**src/rtl/seqgen_pkg.sv**
```systemverilog
// rtl/seqgen_pkg.sv - shared state encoding and default sizes for the pattern generator
package seqgen_pkg;

    localparam int DEFAULT_WIDTH  = 8;
    localparam int DEFAULT_REPS_W = 4;

    typedef enum logic [1:0] {
        ST_IDLE  = 2'd0,
        ST_SHIFT = 2'd1,
        ST_DONE  = 2'd2
    } state_e;

endpackage

```
**src/rtl/sequence_generator.sv**
```systemverilog
// rtl/sequence_generator.sv - serial MSB-first pattern transmitter with repeat count and abort
module sequence_generator
    import seqgen_pkg::*;
#(
    parameter int WIDTH  = DEFAULT_WIDTH,
    parameter int LEN_W  = $clog2(WIDTH + 1),
    parameter int REPS_W = DEFAULT_REPS_W
) (
    input  logic              clk,
    input  logic              resetn,
    input  logic              start_valid,
    output logic              start_ready,
    input  logic [WIDTH-1:0]  pattern,
    input  logic [LEN_W-1:0]  len,
    input  logic [REPS_W-1:0] reps,
    input  logic              abort,
    output logic              x,
    output logic              x_valid,
    output logic              busy,
    output logic              done
);

    localparam logic [LEN_W-1:0]  WIDTH_L = LEN_W'(WIDTH);
    localparam logic [LEN_W-1:0]  ONE_L   = LEN_W'(1);
    localparam logic [REPS_W-1:0] ONE_R   = REPS_W'(1);

    state_e             state_q;
    logic [WIDTH-1:0]   pat_q;
    logic [LEN_W-1:0]   len_q;
    logic [LEN_W-1:0]   idx_q;
    logic [REPS_W-1:0]  reps_q;

    logic [LEN_W-1:0]   len_c;
    logic [REPS_W-1:0]  reps_c;
    logic [WIDTH-1:0]   pat_sh;

    assign len_c  = (len > WIDTH_L) ? WIDTH_L : len;
    assign reps_c = (reps == '0) ? ONE_R : reps;

    // Shift instead of a direct bit select keeps the index width independent of WIDTH.
    assign pat_sh = pat_q >> idx_q;

    // Every output is a decode of flops only; nothing flows straight from the inputs.
    assign start_ready = (state_q == ST_IDLE);
    assign busy        = (state_q == ST_SHIFT);
    assign x_valid     = (state_q == ST_SHIFT);
    assign done        = (state_q == ST_DONE);
    assign x           = (state_q == ST_SHIFT) & pat_sh[0];

    always_ff @(posedge clk or negedge resetn) begin
        if (!resetn) begin
            state_q <= ST_IDLE;
            pat_q   <= '0;
            len_q   <= '0;
            idx_q   <= '0;
            reps_q  <= '0;
        end else begin
            case (state_q)
                ST_IDLE: begin
                    if (start_valid) begin
                        pat_q   <= pattern;
                        len_q   <= len_c;
                        reps_q  <= reps_c;
                        idx_q   <= len_c - ONE_L;
                        state_q <= (len_c == '0) ? ST_DONE : ST_SHIFT;
                    end
                end
                ST_SHIFT: begin
                    if (abort) begin
                        state_q <= ST_IDLE;
                    end else if (idx_q != '0) begin
                        idx_q <= idx_q - ONE_L;
                    end else if (reps_q > ONE_R) begin
                        idx_q  <= len_q - ONE_L;
                        reps_q <= reps_q - ONE_R;
                    end else begin
                        state_q <= ST_DONE;
                    end
                end
                ST_DONE: begin
                    state_q <= ST_IDLE;
                end
                default: begin
                    state_q <= ST_IDLE;
                end
            endcase
        end
    end

endmodule

```
**config.mk**
```make
export PLATFORM = sky130hd
export DESIGN_NAME = sequence_generator
export DESIGN_NICKNAME = d
export VERILOG_FILES = /design/src/rtl/seqgen_pkg.sv /design/src/rtl/sequence_generator.sv
export SDC_FILE = /design/constraint.sdc
export NUM_CORES = 1
export LEC_CHECK = 0
export ABC_AREA = 0
export CAP_MARGIN = 15
export CORE_MARGIN = 4
export CORE_UTILIZATION = 54
export CTS_CLUSTER_DIAMETER = 50
export DETAILED_ROUTE_END_ITERATION = 7
export GPL_TIMING_DRIVEN = 0
export PLACE_DENSITY = 0.83
export SYNTH_ARGS = -nofsm -noshare
export SYNTH_HDL_FRONTEND = slang
export SYNTH_SLANG_ARGS = --single-unit
```
**constraint.sdc**
```tcl
create_clock -name clk -period 2.95 [get_ports clk]
set_clock_uncertainty 0.2 [all_clocks]
set_input_delay 0.59 -clock clk [delete_from_list [all_inputs] [get_ports clk]]
set_output_delay 0.59 -clock clk [all_outputs]
set_load 0.05 [all_outputs]
```
* Word-level counts from Yosys, hierarchy flattened
Index checks and enable logic that the tools add are counted.
** Storage, ports and cells
- Bits in registers :: 22
- Output and inout bits :: 5
- Logic and storage cells :: 49
- Input bits :: 20
** Operators by class
- Reductions and logical operators :: 9
- Mux-type cells :: 18
- Shift operators :: 1
- Bitwise logic cells :: 1
- Add/sub/neg operators :: 4
- Equality and inequality tests :: 9
- Magnitude comparators :: 2
** Operators by type and width (count)
- $mux W4 :: 10
- $pmux W4 S2 :: 2
- $sub A4 B1 Y4 const B :: 4
- $mux W2 :: 5
- $logic_not A4 Y1 :: 2
- $shr A8 B4 Y1 :: 1
- $ne A2 B2 Y1 const B :: 3
- $ne A3 B3 Y1 const B :: 2
- $reduce_and A5 Y1 :: 1
- $gt A4 B1 Y1 const B :: 1
- $gt A4 B4 Y1 const B :: 1
- $pmux W2 S2 :: 1
- $reduce_and A4 Y1 :: 1
- $reduce_bool A4 Y1 :: 1
- $ne A3 B1 Y1 const B :: 1
- $reduce_and A3 Y1 :: 1
- $eq A2 B1 Y1 const B :: 1
- $eq A2 B2 Y1 const B :: 1
- $logic_not A2 Y1 :: 1
- $ne A2 B1 Y1 const B :: 1
- $reduce_and A2 Y1 :: 1
- $reduce_bool A2 Y1 :: 1
- $and A1 B1 Y1 :: 1

* Logic depth before layout (Yosys ltp)
- Depth after elaboration :: 6
- Mapped depth :: 7
- Mapped depth without buffers :: 7

* Least setup slack after synthesis
Ideal clock, no wire load.
- Kind :: register to output
- Start :: register idx_q[0]
- End :: output port x
- Buffers on the path :: 0
- Cell stages (with the launch flop) :: 4
- Required time :: 2.160 ns
- Slack :: 0.294 ns
- Arrival :: 1.866 ns
- Cell sequence :: dfrtp_1 > mux4_1 > mux2i_1 > nor3_1
** Between the ends
- Cells in the longest elaborated chain, start to end :: 2
** Ends and longest elaborated chain
- start: declaration :: RTL line sequence_generator.sv:30 : logic [LEN_W-1:0] idx_q;
- start signal: assignment :: RTL line sequence_generator.sv:64 : idx_q <= len_c - ONE_L;
- start signal: assignment :: RTL line sequence_generator.sv:72 : idx_q <= idx_q - ONE_L;
- start signal: assignment :: RTL line sequence_generator.sv:74 : idx_q <= len_q - ONE_L;
- $shr A8 B4 Y1 :: RTL line sequence_generator.sv:41 : assign pat_sh = pat_q >> idx_q;
- $and A1 B1 Y1 :: RTL line sequence_generator.sv:48 : assign x = (state_q == ST_SHIFT) & pat_sh[0];
- end: declaration :: RTL line sequence_generator.sv:17 : output logic x,
No other way between the ends.

* Worst setup path in the final report
Same ends and word-level chain as after synthesis.

==> results.cfg <==
[cells_and_area]
postLayoutCellArea_sq_um = 1620
fill_cells = 188
final-seq-area_sq_um = 551.8
area.growth.synth_to_final_pct = 26.96
nets = 168
fin_util = 0.7255
multi_input_area_sq_um = 676.9
diodes = 0
drive_gt1_frac = 0.1528
final_cells = 172

[power_and_ir_drop]
intPower_mw = 0.7861
leakagePower_nw = 0.6885
power_density_nw_per_um2 = 782.1
pwr-share-seq = 0.411
power_frac_clock = 0.184
switching_power_mw = 0.4810
swShare = 0.3796
combPwrFrac = 0.405
peakVddDrop_uv = 565.8

[timing]
setup_viol = 0
layout_min_cycle_time_ns = 2.858
rsz0062_at_grt = no
setup_slack_ns = 0.09204
fin_crit_sh = 0.9688
hold_viol_final = 0
maxSlewViolCount = 0
max_freq_mhz = 349.9
slew_headroom = 0.6299
fin_setup_tns_ns = 0
worst_pin_slew_ns = 0.5500

[status]
run_status = finished clean

[synth]
synth_area_per_cell_sq_um = 11.10
synth_nets = 138
synth_cell_type_count = 43
async_flop_share = 1.000
syn-instance-count = 115
ys_ff_latch = 22
ys.flop_type = dfrtp_1
synth_edf_count = 0
syn-cell-area_sq_um = 1276
ys_warn_count = 0
seq_area_frac_synth = 0.4314

[detailed_routing]
vias = 988
drt-pass1-iter-count = 4
drc = 0
ant_nets = 0
wl_per_cell_um = 16.02
wirelength_um = 2756
drt_iter0_drc = 17
post_drt_via_cell_ratio = 5.744

[global_routing]
grt-ovfl-total = 0
grt_max_degree = 23
grt_pass1_vias = 1070
grt_antenna_before_repair = 0
grt_usage = 0.1957
grt_first_pass_wirelength_um = 4843

[setup_path]
crit_path_end_kind = primary output
crit_required_ns = 2.16
cp.arrival_ns = 2.07
crit_type = reg2out
cp_slowest_cell = mux4_1
cpPeakStageDelay_ns = 0.59
start_kind = flip-flop
cp_top_family = multiplexers
crit_chain = mux4_1, mux2i_1, nor3_1, dlygate4sd2_1
critPathMaxFanout = 6
path_buf_inv = 1

[clock_network]
tritoncts = built
cts-htree-levels = 1
numCtsBuffers = 3
worstSkewPairLatency_ns = 0.31
ctsHoldBuffers = 0
clk_path_buf_depth = 2
clk_pin_slew_ns = 0.13
clock_sinks = 22
cts-root-buf = clkbuf_4

[place]
dp_cells = 167
placed_area_sq_um = 1551
dpl.hpwl_um = 2120
port_buffers = 24
place_ws_ns = 0.1380
place_congestion = 0.7564

[floorplan]
start_util = 0.5714
die_h_um = 56.62
die_w_um = 56.62
die_area_sq_um = 3205
coreArea_sq_um = 2233
rows = 17
ios = 25

[job]
max-cap-violations = 0

[worst_hold_path]
holdCritPathClass = reg2reg
[final cells by class]
cell class	instances	area share
multi-input combinational	84	0.4178
buffer	5	0.02085
clock inverter	1	0.01853
tap	28	0.02162
clock buffer	3	0.01390
inverter	4	0.009266
sequential	22	0.3405
timing repair buffer	25	0.1575
[cells by family (layout without fill, tap and decap cells)]
family,count (synthesis),in the layout,synth area share
compound gates,31,31,0.1637
mux,14,14,0.1490
simple gates,35,35,0.1814
fa+ha+maj,3,3,0.02941
flops,22,22,0.4314
buf+inv,9,38,0.03823
xor+xnor,1,1,0.006864
[registers in the layout, indices dropped and copies added (netlist names)]
register and flops:
pat_q 8, idx_q 4, len_q 4, reps_q 4
state_q 2
[timing repair]
item	in CTS	in global routing
gates cloned	0	0
endpoints found under the setup margin	2	2
setup buffers	0	0
gates resized for setup	2	2
[cells in the mapped netlist, types with 3 or more instances]
library cell,n,share of area
a21oi_1,5,0.020
buf_2,3,0.012
dfrtp_1,22,0.43
ha_1,3,0.029
inv_1,4,0.012
mux2_1,10,0.088
nand2_1,9,0.026
nor2_1,3,0.0088
nor3_1,3,0.012
o21ai_0,9,0.035
o21ai_1,5,0.020
[path summary, 6_finish.rpt]
path / slack [ns] / endpoint / start / cells past startpoint
worst max-delay path: 0.09 / x / idx_q[0] / 4
worst min-delay path: 0.30 / len_q[2] / len_q[2] / 2
worst max register to register: 0.66 / idx_q[2] / idx_q[1] / 6
worst min register to register: 0.30 / len_q[2] / len_q[2] / 2
max in group asynchronous: 1.67 / idx_q[0] / resetn / 2
min in group asynchronous: 0.40 / pat_q[3] / resetn / 1
[cells in the final DEF (no fill, tap or decap), drive strengths merged, types with 2 or more instances in the layout]
cell / n
o21a: 2
dlygate4sd2: 2
or3b: 2
clkdlybuf4s50: 21
nand2: 9
nor2: 3
nand2b: 2
buf: 6
ha: 3
nand3b: 2
or2b: 3
nor3: 3
inv: 4
dfrtp: 22
mux4: 2
nand3: 2
nor4b: 3
a21oi: 7
nor4: 2
mux2: 11
o21ai: 14
clkbuf: 3
and2b: 2
[per-layer routing]
| metal | part of all wire | vias to the layer above | routed length, um | GRT usage |
|---|---|---|---|---|
| li1 | - | 481 | - | - |
| met1 | 0.41 | 474 | 1123 | 0.2198 |
| met2 | 0.51 | 24 | 1408 | 0.3581 |
| met3 | 0.051 | 9 | 141 | 0.02989 |
| met4 | 0.030 | 0 | 83 | 0.08814 |
| met5 | 0 | - | 0 | 0 |
[stage by stage]
stage          hold WS (ns)  power [mW]
2_1_floorplan       0.09441      0.8807
3_3_place_gp         0.2661       1.015
3_5_place_dp         0.2731       1.043
4_1_cts              0.3029       1.274
5_1_grt              0.3281       1.354
6_report             0.2984       1.267
[worst register-to-register path, delay by kind of cell (launching register included)]
kind / cells / cell delay [ns]
DFF: 1 / 0.51
muxes: 1 / 0.27
AOI/OAI and AO/OA: 2 / 0.35
adders and majority gates: 1 / 0.19
xor gates and xnor gates: 1 / 0.16
and+or+nand+nor: 1 / 0.52
[power by group through the flow]
| stage | Clock [mW] | Combinational (mW) | Sequential, mW |
|---|---|---|---|
| 2_1_floorplan | 0 | 0.393 | 0.488 |
| 3_3_place_gp | 0 | 0.495 | 0.520 |
| 3_5_place_dp | 0 | 0.515 | 0.528 |
| 4_1_cts | 0.238 | 0.515 | 0.521 |
| 5_1_grt | 0.250 | 0.569 | 0.535 |
| 6_report | 0.233 | 0.513 | 0.521 |
Power figures use the tool's default switching activity.
